$ cat src/rtl/keypad_scan_rx.sv
// keypad_scan_rx: 4x4 matrix keypad scanner with per-press debounce and a key-code FIFO.
// Define KEYPAD_AUTOREPEAT_EN to build the held-key auto-repeat counter.
module keypad_scan_rx #(
  parameter int SCAN_TICKS     = 50000,
  parameter int DEBOUNCE_SCANS = 4,
  parameter int FIFO_DEPTH     = 4,
  parameter int REPEAT_SCANS   = 32
) (
  input  logic                        sys_Clock,
  input  logic                        Reset,
  output logic [3:0]                  col_sel,
  input  logic [3:0]                  row_in,
  output logic [3:0]                  key_code,
  output logic                        key_valid,
  input  logic                        key_ack,
  output logic [$clog2(FIFO_DEPTH):0] key_count,
  output logic                        overflow,
  input  logic                        clr_ovf
);
  localparam int TW = $clog2(SCAN_TICKS);
  localparam int DW = $clog2(DEBOUNCE_SCANS + 1);
  localparam int PW = $clog2(FIFO_DEPTH);
  localparam int CW = PW + 1;
  localparam logic [TW-1:0] TICK_LAST = TW'(SCAN_TICKS - 1);
  localparam logic [TW-1:0] TICK_ONE  = TW'(1);
  localparam logic [DW-1:0] DB_LAST   = DW'(DEBOUNCE_SCANS);
  localparam logic [DW-1:0] DB_ONE    = DW'(1);
  localparam logic [DW-1:0] DB_ZERO   = DW'(0);
  localparam logic [PW-1:0] PTR_ONE   = PW'(1);
  localparam logic [CW-1:0] CNT_ONE   = CW'(1);
  localparam logic [CW-1:0] CNT_ZERO  = CW'(0);
  localparam logic [CW-1:0] CNT_FULL  = CW'(FIFO_DEPTH);

  if (SCAN_TICKS < 4 || FIFO_DEPTH < 2 || REPEAT_SCANS < 1) begin : g_param_check
    $error("keypad_scan_rx: illegal parameter set");
  end

  typedef enum logic [1:0] {IDLE = 2'd0, DEBOUNCE = 2'd1, PRESSED = 2'd2, RELEASE = 2'd3} state_t;

  function automatic logic [2:0] ones4(input logic [3:0] v);
    ones4 = {2'b00, v[0]} + {2'b00, v[1]} + {2'b00, v[2]} + {2'b00, v[3]};
  endfunction

  function automatic logic [1:0] row_idx(input logic [3:0] v);
    case (v)
      4'b0001: row_idx = 2'd0;
      4'b0010: row_idx = 2'd1;
      4'b0100: row_idx = 2'd2;
      4'b1000: row_idx = 2'd3;
      default: row_idx = 2'd0;
    endcase
  endfunction

  logic          rst_meta_r, rst_n_r;
  logic [3:0]    row_meta_r, row_sync_r;
  logic [TW-1:0] tick_cnt_r;
  logic [1:0]    col_r;
  logic [3:0]    col_sel_r;
  logic [1:0]    acc_n_r;
  logic [3:0]    acc_code_r;
  logic          slot_end_s, scan_done_s, one_s, none_s;
  logic [3:0]    hits_s, scan_code_s;
  logic [2:0]    hit_n_s, sum_s;
  logic [1:0]    scan_n_s;

  // Reset synchronizer: assert immediately, release on the clock.
  always_ff @(posedge sys_Clock or negedge Reset) begin
    if (!Reset) begin
      rst_meta_r <= 1'b0;
      rst_n_r    <= 1'b0;
    end else begin
      rst_meta_r <= 1'b1;
      rst_n_r    <= rst_meta_r;
    end
  end

  // Two-stage synchronizer for the asynchronous row sense lines.
  always_ff @(posedge sys_Clock or negedge rst_n_r) begin
    if (!rst_n_r) begin
      row_meta_r <= 4'hF;
      row_sync_r <= 4'hF;
    end else begin
      row_meta_r <= row_in;
      row_sync_r <= row_meta_r;
    end
  end

  // Key count is saturated at 2 since only NONE/ONE/MULTI matter.
  always_comb begin
    slot_end_s  = (tick_cnt_r == TICK_LAST);
    scan_done_s = slot_end_s && (col_r == 2'd3);
    hits_s      = ~row_sync_r;
    hit_n_s     = ones4(hits_s);
    sum_s       = {1'b0, acc_n_r} + hit_n_s;
    if (sum_s >= 3'd2) scan_n_s = 2'd2;
    else scan_n_s = sum_s[1:0];
    if ((acc_n_r == 2'd0) && (hit_n_s == 3'd1)) scan_code_s = {row_idx(hits_s), col_r};
    else scan_code_s = acc_code_r;
    one_s  = (scan_n_s == 2'd1);
    none_s = (scan_n_s == 2'd0);
  end

  // Column timing and per-scan key accumulation.
  always_ff @(posedge sys_Clock or negedge rst_n_r) begin
    if (!rst_n_r) begin
      tick_cnt_r <= {TW{1'b0}};
      col_r      <= 2'd0;
      col_sel_r  <= 4'b1110;
      acc_n_r    <= 2'd0;
      acc_code_r <= 4'd0;
    end else if (slot_end_s) begin
      tick_cnt_r <= {TW{1'b0}};
      col_r      <= col_r + 2'd1;
      col_sel_r  <= ~(4'b0001 << (col_r + 2'd1));
      if (col_r == 2'd3) begin
        acc_n_r    <= 2'd0;
        acc_code_r <= 4'd0;
      end else begin
        acc_n_r    <= scan_n_s;
        acc_code_r <= scan_code_s;
      end
    end else begin
      tick_cnt_r <= tick_cnt_r + TICK_ONE;
    end
  end

  state_t        state_r;
  logic [DW-1:0] cnt_r;
  logic [3:0]    cand_r, push_code_r;
  logic          push_r;
`ifdef KEYPAD_AUTOREPEAT_EN
  localparam int RW = $clog2(REPEAT_SCANS + 1);
  localparam logic [RW-1:0] REP_LAST = RW'(REPEAT_SCANS);
  localparam logic [RW-1:0] REP_ONE  = RW'(1);
  logic [RW-1:0] rep_cnt_r;
`endif

  // Debounce FSM, advanced once per completed scan; push_r is a one-cycle strobe.
  always_ff @(posedge sys_Clock or negedge rst_n_r) begin
    if (!rst_n_r) begin
      state_r     <= IDLE;
      cnt_r       <= DB_ZERO;
      cand_r      <= 4'd0;
      push_r      <= 1'b0;
      push_code_r <= 4'd0;
`ifdef KEYPAD_AUTOREPEAT_EN
      rep_cnt_r   <= {RW{1'b0}};
`endif
    end else begin
      push_r <= 1'b0;
      if (scan_done_s) begin
        case (state_r)
          IDLE: begin
            if (one_s) begin
              state_r <= DEBOUNCE;
              cand_r  <= scan_code_s;
              cnt_r   <= DB_ONE;
            end
          end
          DEBOUNCE: begin
            if (one_s && (scan_code_s == cand_r)) begin
              if ((cnt_r + DB_ONE) == DB_LAST) begin
                push_r      <= 1'b1;
                push_code_r <= cand_r;
                state_r     <= PRESSED;
                cnt_r       <= DB_ZERO;
              end else begin
                cnt_r <= cnt_r + DB_ONE;
              end
            end else if (one_s) begin
              cand_r <= scan_code_s;
              cnt_r  <= DB_ONE;
            end else begin
              state_r <= IDLE;
              cnt_r   <= DB_ZERO;
            end
          end
          PRESSED: begin
            if (none_s) begin
              state_r <= RELEASE;
              cnt_r   <= DB_ONE;
`ifdef KEYPAD_AUTOREPEAT_EN
              rep_cnt_r <= {RW{1'b0}};
            end else if (one_s && (scan_code_s == cand_r)) begin
              if ((rep_cnt_r + REP_ONE) == REP_LAST) begin
                push_r      <= 1'b1;
                push_code_r <= cand_r;
                rep_cnt_r   <= {RW{1'b0}};
              end else begin
                rep_cnt_r <= rep_cnt_r + REP_ONE;
              end
`endif
            end
          end
          RELEASE: begin
            if (none_s) begin
              if ((cnt_r + DB_ONE) == DB_LAST) begin
                state_r <= IDLE;
                cnt_r   <= DB_ZERO;
              end else begin
                cnt_r <= cnt_r + DB_ONE;
              end
            end else begin
              state_r <= PRESSED;
              cnt_r   <= DB_ZERO;
            end
          end
          default: begin
            state_r <= IDLE;
            cnt_r   <= DB_ZERO;
          end
        endcase
      end
    end
  end

  logic [3:0]    mem_r [FIFO_DEPTH];
  logic [PW-1:0] wr_ptr_r, rd_ptr_r, rd_next_s;
  logic [CW-1:0] count_r, count_next_s;
  logic [3:0]    key_code_r, head_next_s;
  logic          key_valid_r, overflow_r, full_s, pop_s, push_acc_s;

  // A pop frees the slot the same cycle, so a push on full is kept when popping.
  always_comb begin
    full_s     = (count_r == CNT_FULL);
    pop_s      = key_ack && (count_r != CNT_ZERO);
    push_acc_s = push_r && (!full_s || pop_s);
    if (pop_s) rd_next_s = rd_ptr_r + PTR_ONE;
    else rd_next_s = rd_ptr_r;
    case ({push_acc_s, pop_s})
      2'b10:   count_next_s = count_r + CNT_ONE;
      2'b01:   count_next_s = count_r - CNT_ONE;
      default: count_next_s = count_r;
    endcase
    if (count_next_s == CNT_ZERO) head_next_s = key_code_r;
    else if (push_acc_s && (rd_next_s == wr_ptr_r)) head_next_s = push_code_r;
    else head_next_s = mem_r[rd_next_s];
  end

  // FIFO storage, pointers, registered head and sticky overflow.
  always_ff @(posedge sys_Clock or negedge rst_n_r) begin
    if (!rst_n_r) begin
      for (int i = 0; i < FIFO_DEPTH; i++) mem_r[i] <= 4'd0;
      wr_ptr_r    <= {PW{1'b0}};
      rd_ptr_r    <= {PW{1'b0}};
      count_r     <= CNT_ZERO;
      key_code_r  <= 4'd0;
      key_valid_r <= 1'b0;
      overflow_r  <= 1'b0;
    end else begin
      if (push_acc_s) begin
        mem_r[wr_ptr_r] <= push_code_r;
        wr_ptr_r        <= wr_ptr_r + PTR_ONE;
      end
      rd_ptr_r    <= rd_next_s;
      count_r     <= count_next_s;
      key_code_r  <= head_next_s;
      key_valid_r <= (count_next_s != CNT_ZERO);
      if (push_r && full_s && !pop_s) overflow_r <= 1'b1;
      else if (clr_ovf) overflow_r <= 1'b0;
    end
  end

  assign col_sel   = col_sel_r;
  assign key_code  = key_code_r;
  assign key_valid = key_valid_r;
  assign key_count = count_r;
  assign overflow  = overflow_r;

endmodule

$ cat config.mk
export PLATFORM = sky130hd
export DESIGN_NAME = keypad_scan_rx
export DESIGN_NICKNAME = d
export VERILOG_FILES = /design/src/rtl/keypad_scan_rx.sv
export SDC_FILE = /design/constraint.sdc
export NUM_CORES = 1
export LEC_CHECK = 0
export CORE_MARGIN = 4
export CORE_UTILIZATION = 58
export DETAILED_ROUTE_END_ITERATION = 16
export GPL_TIMING_DRIVEN = 0
export PLACE_DENSITY = 0.87
export SETUP_SLACK_MARGIN = 0.3
export SYNTH_ARGS = -nofsm -noshare
export SYNTH_HDL_FRONTEND = slang
export SYNTH_SLANG_ARGS = --single-unit
$ cat constraint.sdc
create_clock -name sys_Clock -period 3.7 [get_ports sys_Clock]
set_input_delay 0.74 -clock sys_Clock [delete_from_list [all_inputs] [get_ports sys_Clock]]
set_output_delay 0.74 -clock sys_Clock [all_outputs]
set_load 0.005 [all_outputs]
== Word level (Yosys, flattened, before mapping) ==
Index checks and enable logic that the tools add are counted.

* Bits in registers: 81
* Bits of input ports: 8
* Output and inout port bits: 13
* Logic and storage cells: 129

* Add/subtract/negate cells: 11
* Magnitude comparators: 4
* Eq/ne operators: 22
* Shift operators: 1
* Mux-type cells: 39
* Bitwise operators: 4
* Reduce and logical (&&, ||, !) cells: 24

{| class="wikitable"
|+ Operator list
! kind !! count
|-
| 4-bit 2-to-1 mux || 8
|-
| 2-bit 2-to-1 mux || 10
|-
| 16-bit by 1-bit adder with 16-bit output, second input constant || 1
|-
| 16-bit bitwise mux || 1
|-
| 16-bit == test, second input constant || 1
|-
| 16-bit 2-to-1 mux || 1
|-
| 3-bit 2-to-1 mux || 5
|-
| 3-bit case mux with 4 select lines || 1
|-
| 1-bit logical AND || 9
|-
| 3-bit != test, second input constant || 3
|-
| 4-bit binary-select mux with 2-bit select || 1
|-
| 4-bit demux with 2-bit select || 1
|-
| 2-bit == test, second input constant || 4
|-
| 4-bit NOT || 2
|-
| 2-bit case mux with 4 select lines || 1
|-
| 4-bit case mux with 2 select lines || 1
|-
| 1-bit 2-to-1 mux || 7
|-
| 2-bit by 1-bit adder with 2-bit output, second input constant || 3
|-
| 3-bit by 1-bit adder with 3-bit output, second input constant || 2
|-
| 2-bit by 1-bit == test with 1-bit output, second input constant || 3
|-
| 3-bit == test, second input constant || 2
|-
| 3-bit greater-or-equal comparator, second input constant || 2
|-
| 2-bit zero test || 3
|-
| 2-bit != test, second input constant || 3
|-
| other kinds (25) || 30
|}

== Depth between registers and ports, before layout ==
Gate-level depths: netlist of run 1.

* Depth after elaboration: 12
* Depth in mapped cells: 13

== Least setup slack after synthesis of run 1 ==
Ideal clock, no wire load.

* Path type: flip-flop to flip-flop
* From: register row_sync_r[0]
* To: register push_code_r[0]
* Arrival time: 3235 ps
* Setup slack: 337 ps
* Cell stages (with the launch flop): 11
* Buffers on the path: 0
* Path through: dfstp_2 > inv_1 > fa_1 > ha_1 > ha_1 > nor3_2 > a21boi_0 > or3_1 > a22o_1 > nor4_4 > mux2_1

* Word-level cells in the longest chain between the ends: 10
* Elaborated cells between the ends (all ways): 18

{| class="wikitable"
|+ RTL lines
! element !! RTL line !! text
|-
| start: declaration || 55 || <nowiki>logic [3:0] row_meta_r, row_sync_r;</nowiki>
|-
| start signal: assignment || 84 || <nowiki>row_sync_r <= row_meta_r;</nowiki>
|-
| 4-bit NOT * || 92 || <nowiki>hits_s = ~row_sync_r;</nowiki>
|-
| 1-bit by 1-bit adder with 2-bit output || 41 || <nowiki>ones4 = {2'b00, v[0]} + {2'b00, v[1]} + {2'b00, v[2]} + {2'b00, v[3]};</nowiki>
|-
| 2-bit by 1-bit adder with 3-bit output || 41 ||
|-
| 3-bit by 1-bit adder with 3-bit output || 41 ||
|-
| 2-bit by 3-bit adder with 3-bit output / 3-bit by 1-bit == test with 1-bit output (equally long branches) || 94, 97 ||
|-
| 3-bit by 2-bit greater-or-equal comparator with 1-bit output / 1-bit logical AND (equally long branches) || 95, 97 ||
|-
| 2-bit 2-to-1 mux / 4-bit 2-to-1 mux (equally long branches) || 95, 97 ||
|-
| 2-bit by 1-bit == test with 1-bit output / 4-bit == test (equally long branches) || 99, 161 ||
|-
| 1-bit logical AND * || 161 || <nowiki>if (one_s && (scan_code_s == cand_r)) begin</nowiki>
|-
| 4-bit AND reduction (no source line) * || - ||
|-
| end signal: assignment || 164 || <nowiki>push_code_r <= cand_r;</nowiki>
|-
| end: declaration || 129 || <nowiki>logic [3:0] cand_r, push_code_r;</nowiki>
|}

Every way passes the cells marked *; elsewhere a longest branch is shown, timed or not.
A chain may end at the register's enable or synchronous reset.

== Worst setup path in the final report of run 1 ==
* From: register row_sync_r[0]
* To: register cand_r[0]

* Word-level cells in the longest chain between the ends: 11
* Elaborated cells between the ends (all ways): 22

{| class="wikitable"
|+ RTL lines
! element !! RTL line !! text
|-
| 4-bit NOT * || 92 ||
|-
| 1-bit by 1-bit adder with 2-bit output || 41 ||
|-
| 2-bit by 1-bit adder with 3-bit output || 41 ||
|-
| 3-bit by 1-bit adder with 3-bit output || 41 ||
|-
| 2-bit by 3-bit adder with 3-bit output / 3-bit by 1-bit == test with 1-bit output (equally long branches) || 94, 97 ||
|-
| 3-bit by 2-bit greater-or-equal comparator with 1-bit output / 1-bit logical AND (equally long branches) || 95, 97 ||
|-
| 2-bit 2-to-1 mux / 4-bit 2-to-1 mux (equally long branches) || 95, 97 ||
|-
| 2-bit by 1-bit == test with 1-bit output / 4-bit == test (equally long branches) || 99, 161 ||
|-
| 4-bit 2-to-1 mux / 1-bit logical AND (equally long branches) || 154, 170, 161 ||
|-
| 4-bit 2-to-1 mux / 2-bit != test (equally long branches) || - ||
|-
| 4-bit case mux with 2 select lines / 3-bit AND reduction (equally long branches) || - ||
|-
| end signal: assignment || 156 || <nowiki>cand_r <= scan_code_s;</nowiki>
|-
| end signal: assignment || 171 || <nowiki>cand_r <= scan_code_s;</nowiki>
|-
| end: declaration || 129 ||
|}

Every way passes the cells marked *; elsewhere a longest branch is shown, timed or not. The select of a mux whose other input is x is not followed.

==> reports/metrics.cfg, run 1 <==
[power_and_ir_drop]
power_mw=1.98
powerDensity_nw_per_um2=397
power_leakage_nw=2.24
peakVddDrop_mv=0.238

[clocking]
cts_tree=yes
clock_path_buffers=2
cts_sinks=81
numCtsBuffers=9
clk_pin_slew_worst_paths_ps=80
worstSkewPairLatency_ps=350
cts_root_buf=clkbuf_8
h-tree-depth=3

[worst_setup_path]
rr_endpoint=cand_r[0]
startpoint_type=register
reg2reg_from=row_sync_r[0]
crit_fanout=4
worst-setup-path-type=reg -> reg
r2r.worst_path.cells=11
cp.required_ps=3940
reg2reg_slack_ps=320
crit_path_end=cand_r[0]
arrival_ps=3620
critPathLaunch=row_sync_r[0]
end_kind=register

[synth]
syn-num-nets=383
netlist_area_um2=4160
yosysSeqAreaShare_pct=49.0
synth_area_leaders=dfrtp_1 (42%), dfstp_2 (6.9%), mux2_2 (6.2%)
yosysWarnings=0
synth_async_sr_flop_share_pct=100
synth_largest_area_cell=dfrtp_1
synth.avg_cell_area_um2=11.8
synth_cell_types=55
synth_seq_cells=81
synth_edf_count=0
postSynthCellCount=353
synth_top_area_share_pct=42.1
synth_top_flop_cell=dfrtp_1

[sta]
rsz0062_at_grt=true
hold_violations=0
finalCritPeriodShare_pct=91.3
slew_violations=0
tightestPinTransition_ps=851
maxSlewHeadroom_pct=42.7
whs_ps=160
fmax_ghz=0.296
min_period_ps=3380
finalSetupViolations=0
fin_skew_ps=7.68

[grt]
grt_usage_pct=21.2
grt_pass1_vias=3065
grt_pass1_wl_mm=14.4
grt_start_max_net_pins=72
grt_overflow_total=0
antenna_found_initial=0

[run_status]
status=finished clean

[die]
die_width_um=92.7
pin_count=21
num_rows=30
dieArea_um2=8600
core_um2=6870
die-height_um=92.7
start_util_pct=60.6

[placement]
portBuffers=20
placed_area_um2=4520
gp_congestion=0.841
dp_cells=470
post-dp-hpwl_mm=5.47

[route]
antenna_left=0
m1WireLength_mm=3.42
drt_iter0_drc=167
wl_per_cell_um=17.3
wl_met2_mm=4.60
vias=2947
drc=0
firstDrtPassIters=4
met3_length_um=373
postRouteWirelength_mm=8.76
routed.top_layer=met4
via_per_inst=5.84

[layout]
final_area_um2=4990
finish.net_count=434
final_util_pct=72.6
n_fill_cell=455
area_growth_pct=19.7
final_cells=505
n_antenna_cell=0
layout-drive-gt1-share_pct=28.1

[min_path]
hp-class=reg -> async

[flow_run]
cap_violations=0

-- worst max-delay path, cell delays in order, from the launching register on --
cell and delay, ps:
dfstp_2 560, inv_2 40, fa_1 540, ha_2 190, ha_4 220, or3_4 410, o22ai_2 160, o311a_1 270
o211ai_4 110, buf_6 150, o211ai_4 250, mux2_2 380
-- cells by family (layout without fill, tap and decap cells) --
logic type | after synthesis | after routing | share of synthesized area, %
AND/OR/NAND/NOR | 109 | 109 | 14.9
flip-flops | 81 | 81 | 49.0
AO/OA/AOI/OAI | 46 | 46 | 7.84
multiplexers | 42 | 42 | 13.3
buffers and inverters | 27 | 83 | 2.43
XOR/XNOR | 25 | 25 | 5.26
adder cells (fa/ha/maj) | 22 | 22 | 7.15
other | 1 | 1 | 0.0901
-- registers in the layout, indices dropped and copies added, names as in the netlist, 2 cells and up --
| signal | cells |
|---|---|
| wr_ptr_r | 2 |
| tick_cnt_r | 16 |
| row_sync_r | 4 |
| acc_code_r | 4 |
| rd_ptr_r | 2 |
| push_code_r | 4 |
| col_sel | 4 |
| cnt_r | 3 |
| state_r | 2 |
| col_r | 2 |
| mem_r | 16 |
| key_code | 4 |
| cand_r | 4 |
| key_count | 3 |
| row_meta_r | 4 |
| acc_n_r | 2 |
-- routing by layer --
layer  vias to the layer above  global-route usage, %
li1                       1347                      -
met1                      1467                   25.5
met2                       103                   35.8
met3                        30                   3.90
met4                         0                   11.5
met5                         -                      0
-- cells in the mapped netlist (all sizes together) (2+ instances only) --
cell type and instances:
dfrtp 70, nand2 32, mux2 27, inv 22, ha 19, o21ai 19
nor2 16, xnor2 15, dfstp 11, xor2 10, mux4 8, nand3 8
nor3 8, a22o 7, mux2i 7, nor2b 7, nor4 6, o31ai 5
and3 4, clkbuf 4, nand4 4, or2 4, or3 4, a21boi 3
and2 3, fa 3, nor3b 3, o211ai 3, and4 2, nand4b 2
nor4bb 2
-- layout by cell type (no fill, tap or decap), types with 4 or more instances in the layout --
| cell type | synthesis | layout |
|---|---|---|
| mux2i_1 | 7 | 7 |
| mux2_2 | 23 | 22 |
| inv_1 | 22 | 21 |
| mux4_2 | 8 | 8 |
| clkdlybuf4s50_1 | 0 | 20 |
| nor2_1 | 16 | 14 |
| clkbuf_8 | 0 | 11 |
| a22o_1 | 7 | 6 |
| dfstp_2 | 11 | 11 |
| nand3_1 | 8 | 8 |
| nor3_1 | 7 | 4 |
| nand2_1 | 32 | 30 |
| ha_1 | 19 | 17 |
| o21ai_0 | 18 | 17 |
| xnor2_1 | 15 | 15 |
| clkbuf_1 | 4 | 6 |
| buf_4 | 0 | 18 |
| or2_2 | 4 | 4 |
| xor2_1 | 10 | 10 |
| dfrtp_1 | 70 | 69 |
| and3_1 | 4 | 4 |
| nor2b_1 | 7 | 6 |
| nand4_1 | 4 | 4 |
-- through the flow --
stage               worst slack [ps]  TNS, ps
CTS                              301        0
floorplan                        337        0
global route                     175        0
detailed placement              -262    -1090
global placement                -111     -438
finish                           324        0
-- how the worst min path moves through the flow --
| stage | startpoint | endpoint | slack, ps |
|---|---|---|---|
| after global placement | rst_meta_r | rst_n_r | 340 |
| final | rst_n_r | tick_cnt_r[13] | 160 |
| after global routing | rst_n_r | tick_cnt_r[11] | 170 |
| after detailed placement | rst_n_r | tick_cnt_r[13] | 150 |
| after CTS | rst_n_r | tick_cnt_r[13] | 160 |
| after floorplan | rst_meta_r | rst_n_r | 330 |
-- power breakdown --
part	switching [mW]	internal [mW]	total (mW)
Clock	0.313	0.279	0.592
Sequential	0.0381	0.927	0.965
Combinational	0.231	0.190	0.421
-- cell type report --
type | count | area [um^2] | area share (%)
inverters | 22 | 82.6 | 1.66
plain buffers | 5 | 18.8 | 0.376
multi-input cells | 245 | 2170 | 43.5
flip-flops and latches | 81 | 2040 | 41.0
well taps | 96 | 120 | 2.41
repair buffers | 40 | 374 | 7.50
clock inverters | 3 | 17.5 | 0.351
clock buffers | 13 | 159 | 3.19
-- timing repair --
item                       in CTS  in global routing
buffers inserted                9                 10
setup endpoints to repair      15                 16
gates resized for setup        14                 24
hold buffers                    0                  0
pin swaps                       7                  9
No activity file was read; power rests on OpenSTA's default activity.
==> run 2, diff against run 1 <==
--- a/config.mk
+++ b/config.mk
@@ -12,4 +12,5 @@
 export PLACE_DENSITY = 0.87
 export SETUP_SLACK_MARGIN = 0.3
+export SLEW_MARGIN = 20
 export SYNTH_ARGS = -nofsm -noshare
 export SYNTH_HDL_FRONTEND = slang
==> constraint.sdc (replaced) <==
create_clock -name sys_Clock -period 3.7 [get_ports sys_Clock]
set_input_delay 0.74 -clock sys_Clock [delete_from_list [all_inputs] [get_ports sys_Clock]]
set_output_delay 0.74 -clock sys_Clock [all_outputs]
set_load 0.01 [all_outputs]
==> run 2 against run 1 <==
Sequential share of layout area grew 0.62 points. Core utilization shrank 1.1 points. Fmax shrank 1.1%. Worst setup slack lost 37 ps. Die area is the same. Global-route usage shrank 0.80 points. Largest power group unchanged. Via count shrank 1.8%. Critical path type unchanged. Highest routed layer unchanged. Register-to-register slack lost 40 ps. Flip-flop and latch count is the same. Critical path depth is the same.
==> reports/metrics.cfg, run 2 (synthesized netlist as in run 1, its figures left out) <==
[run_status]
status=finished clean

[grt]
grt_pass1_vias=3007  ; -1.9%
grt_pass1_wl_mm=13.9  ; -3.2%
antenna_found_initial=0  ; unchanged
grt_start_max_net_pins=46  ; -36%
grt_overflow_total=0  ; unchanged
grt_usage_pct=20.3  ; -0.80 points

[power_and_ir_drop]
power_mw=1.97  ; -0.40%
powerDensity_nw_per_um2=401  ; +1.1%
power_leakage_nw=2.21  ; -1.6%
peakVddDrop_mv=0.222  ; -6.5%

[route]
drt_iter0_drc=128  ; -23%
vias=2895  ; -1.8%
postRouteWirelength_mm=8.19  ; -6.5%
drc=0  ; unchanged
via_per_inst=5.80  ; -0.58%
wl_per_cell_um=16.4  ; -5.4%
firstDrtPassIters=5  ; +1
antenna_left=0  ; unchanged

[layout]
final_util_pct=71.5  ; -1.1 points
layout_commonest_cell=dfrtp_1
area_growth_pct=18.0
finish.net_count=428  ; -1.4%
mostFrequentLayoutCells=dfrtp_1 (69), nand2_1 (31), mux2_2 (22)
layout-drive-gt1-share_pct=24.8  ; -3.3 points
n_fill_cell=471  ; +3.5%
final_area_um2=4910  ; -1.5%
largestRegisters=mem_r x16, tick_cnt_r x16
n_antenna_cell=0  ; unchanged

[die]
dieArea_um2=8600  ; unchanged
pin_count=21  ; unchanged
die_width_um=92.7  ; unchanged
die-height_um=92.7  ; unchanged
core_um2=6870  ; unchanged
start_util_pct=60.6  ; unchanged
num_rows=30  ; unchanged

[min_path]
hp-class=reg -> async

[worst_setup_path]
arrival_ps=3660  ; +40 ps
rr_endpoint=cand_r[2]
cpPeakStageDelay_ps=550  ; about the same
startpoint_type=register
cp_slowest_cell=dfstp_2
worst-setup-path-type=reg -> reg
r2r.worst_path.cells=11  ; unchanged
path_cells=inv_2 -> fa_1 -> ha_2 -> ha_4 -> or3_4 -> nor4_4 -> o21ai_2 -> a22o_4 -> buf_4 -> o211ai_4 -> mux2_2
reg2reg_from=row_sync_r[0]
cp.required_ps=3940  ; about the same
reg2reg_slack_ps=290  ; -40 ps
crit_fanout=4  ; unchanged
end_kind=register

[clocking]
postCtsHoldBufs=0  ; unchanged
worstSkewPairLatency_ps=360  ; about the same
h-tree-depth=3  ; unchanged
clk_pin_slew_worst_paths_ps=80  ; about the same
cts_sinks=81  ; unchanged
numCtsBuffers=9  ; unchanged
clock_path_buffers=2  ; unchanged
cts_root_buf=clkbuf_8
cts_tree=yes

[placement]
placed_area_um2=4510  ; -0.17%
portBuffers=20  ; unchanged
gp_congestion=0.841  ; unchanged
post-dp-hpwl_mm=5.60  ; +2.3%

[sta]
fmax_ghz=0.293  ; -1.1%
whs_ps=320  ; +160 ps
slew_violations=0  ; unchanged
fin_tns_setup_ps=0  ; unchanged
hold_violations=0  ; unchanged
finalSetupViolations=0  ; unchanged
maxSlewHeadroom_pct=32.4  ; -10 points
fin_skew_ps=10.4  ; +2.73 ps
finalCritPeriodShare_pct=92.2  ; +0.99 points
min_period_ps=3410  ; +36.6 ps
tightestPinTransition_ps=1010  ; +154 ps
rsz0062_at_grt=true

[flow_run]
cap_violations=0  ; unchanged

## run 2: changes by cell type in the layout (fill, tap and decap cells not counted), sizes merged
cell	delta
buf	-6
## run 2: worst max-delay path: cells and delay by family, from the launching register on
| family | cells | cell delay [ps] |
|---|---|---|
| fa+ha+maj | 3 | 950 |
| simple gates | 2 | 690 |
| compound gates | 3 | 570 |
| flops | 1 | 550 |
| mux | 1 | 370 |
| buf+inv | 2 | 180 |
## run 2: worst max-delay path by stage
| stage | from | end | slack, ps | cells after the start |
|---|---|---|---|---|
| 2_1_floorplan | row_sync_r[0] | push_code_r[0] | 340 | 10 |
| 3_3_place_gp | key_ack | key_code[1] | -110 | 13 |
| 3_5_place_dp | key_ack | key_code[2] | -280 | 13 |
| 4_1_cts | row_sync_r[0] | push_code_r[2] | 310 | 10 |
| 5_1_grt | row_sync_r[0] | push_code_r[3] | 170 | 11 |
| 6_report | row_sync_r[0] | cand_r[2] | 290 | 11 |
## run 2: layer usage
metal	global-route usage, %	wire length [um]
met1	24.2	3380
met2	35.9	4270
met3	3.17	309
met4	10.0	235
met5	0	0
## run 2: report_power, final
group          switching [mW]  leakage (nW)  internal (mW)
registers              0.0459          1.05          0.927
logic                   0.226          1.07          0.187
clock network           0.305        0.0894          0.279
## run 2: area by class of cell
class | instances | area (um^2) | area share, %
Buffer | 5 | 18.8 | 0.382
Clock buffer | 13 | 159 | 3.23
Clock inverter | 3 | 17.5 | 0.357
Inverter | 22 | 82.6 | 1.68
Multi-Input combinational cell | 245 | 2140 | 43.5
Sequential cell | 81 | 2040 | 41.6
Tap cell | 96 | 120 | 2.45
Timing Repair Buffer | 34 | 334 | 6.80
## run 2: what timing repair did
| action | CTS | global route |
|---|---|---|
| endpoints found under the setup margin | 15 | 16 |
| pin swaps | 7 | 4 |
| setup buffers | 7 | 6 |
| resized for setup | 13 | 14 |
## run 2: metrics by stage
stage                     cells  setup WS, ps
final                       499           287
after floorplan             353           337
after CTS                   493           310
after global routing        499           174
after detailed placement    470          -283
after global placement      469          -111
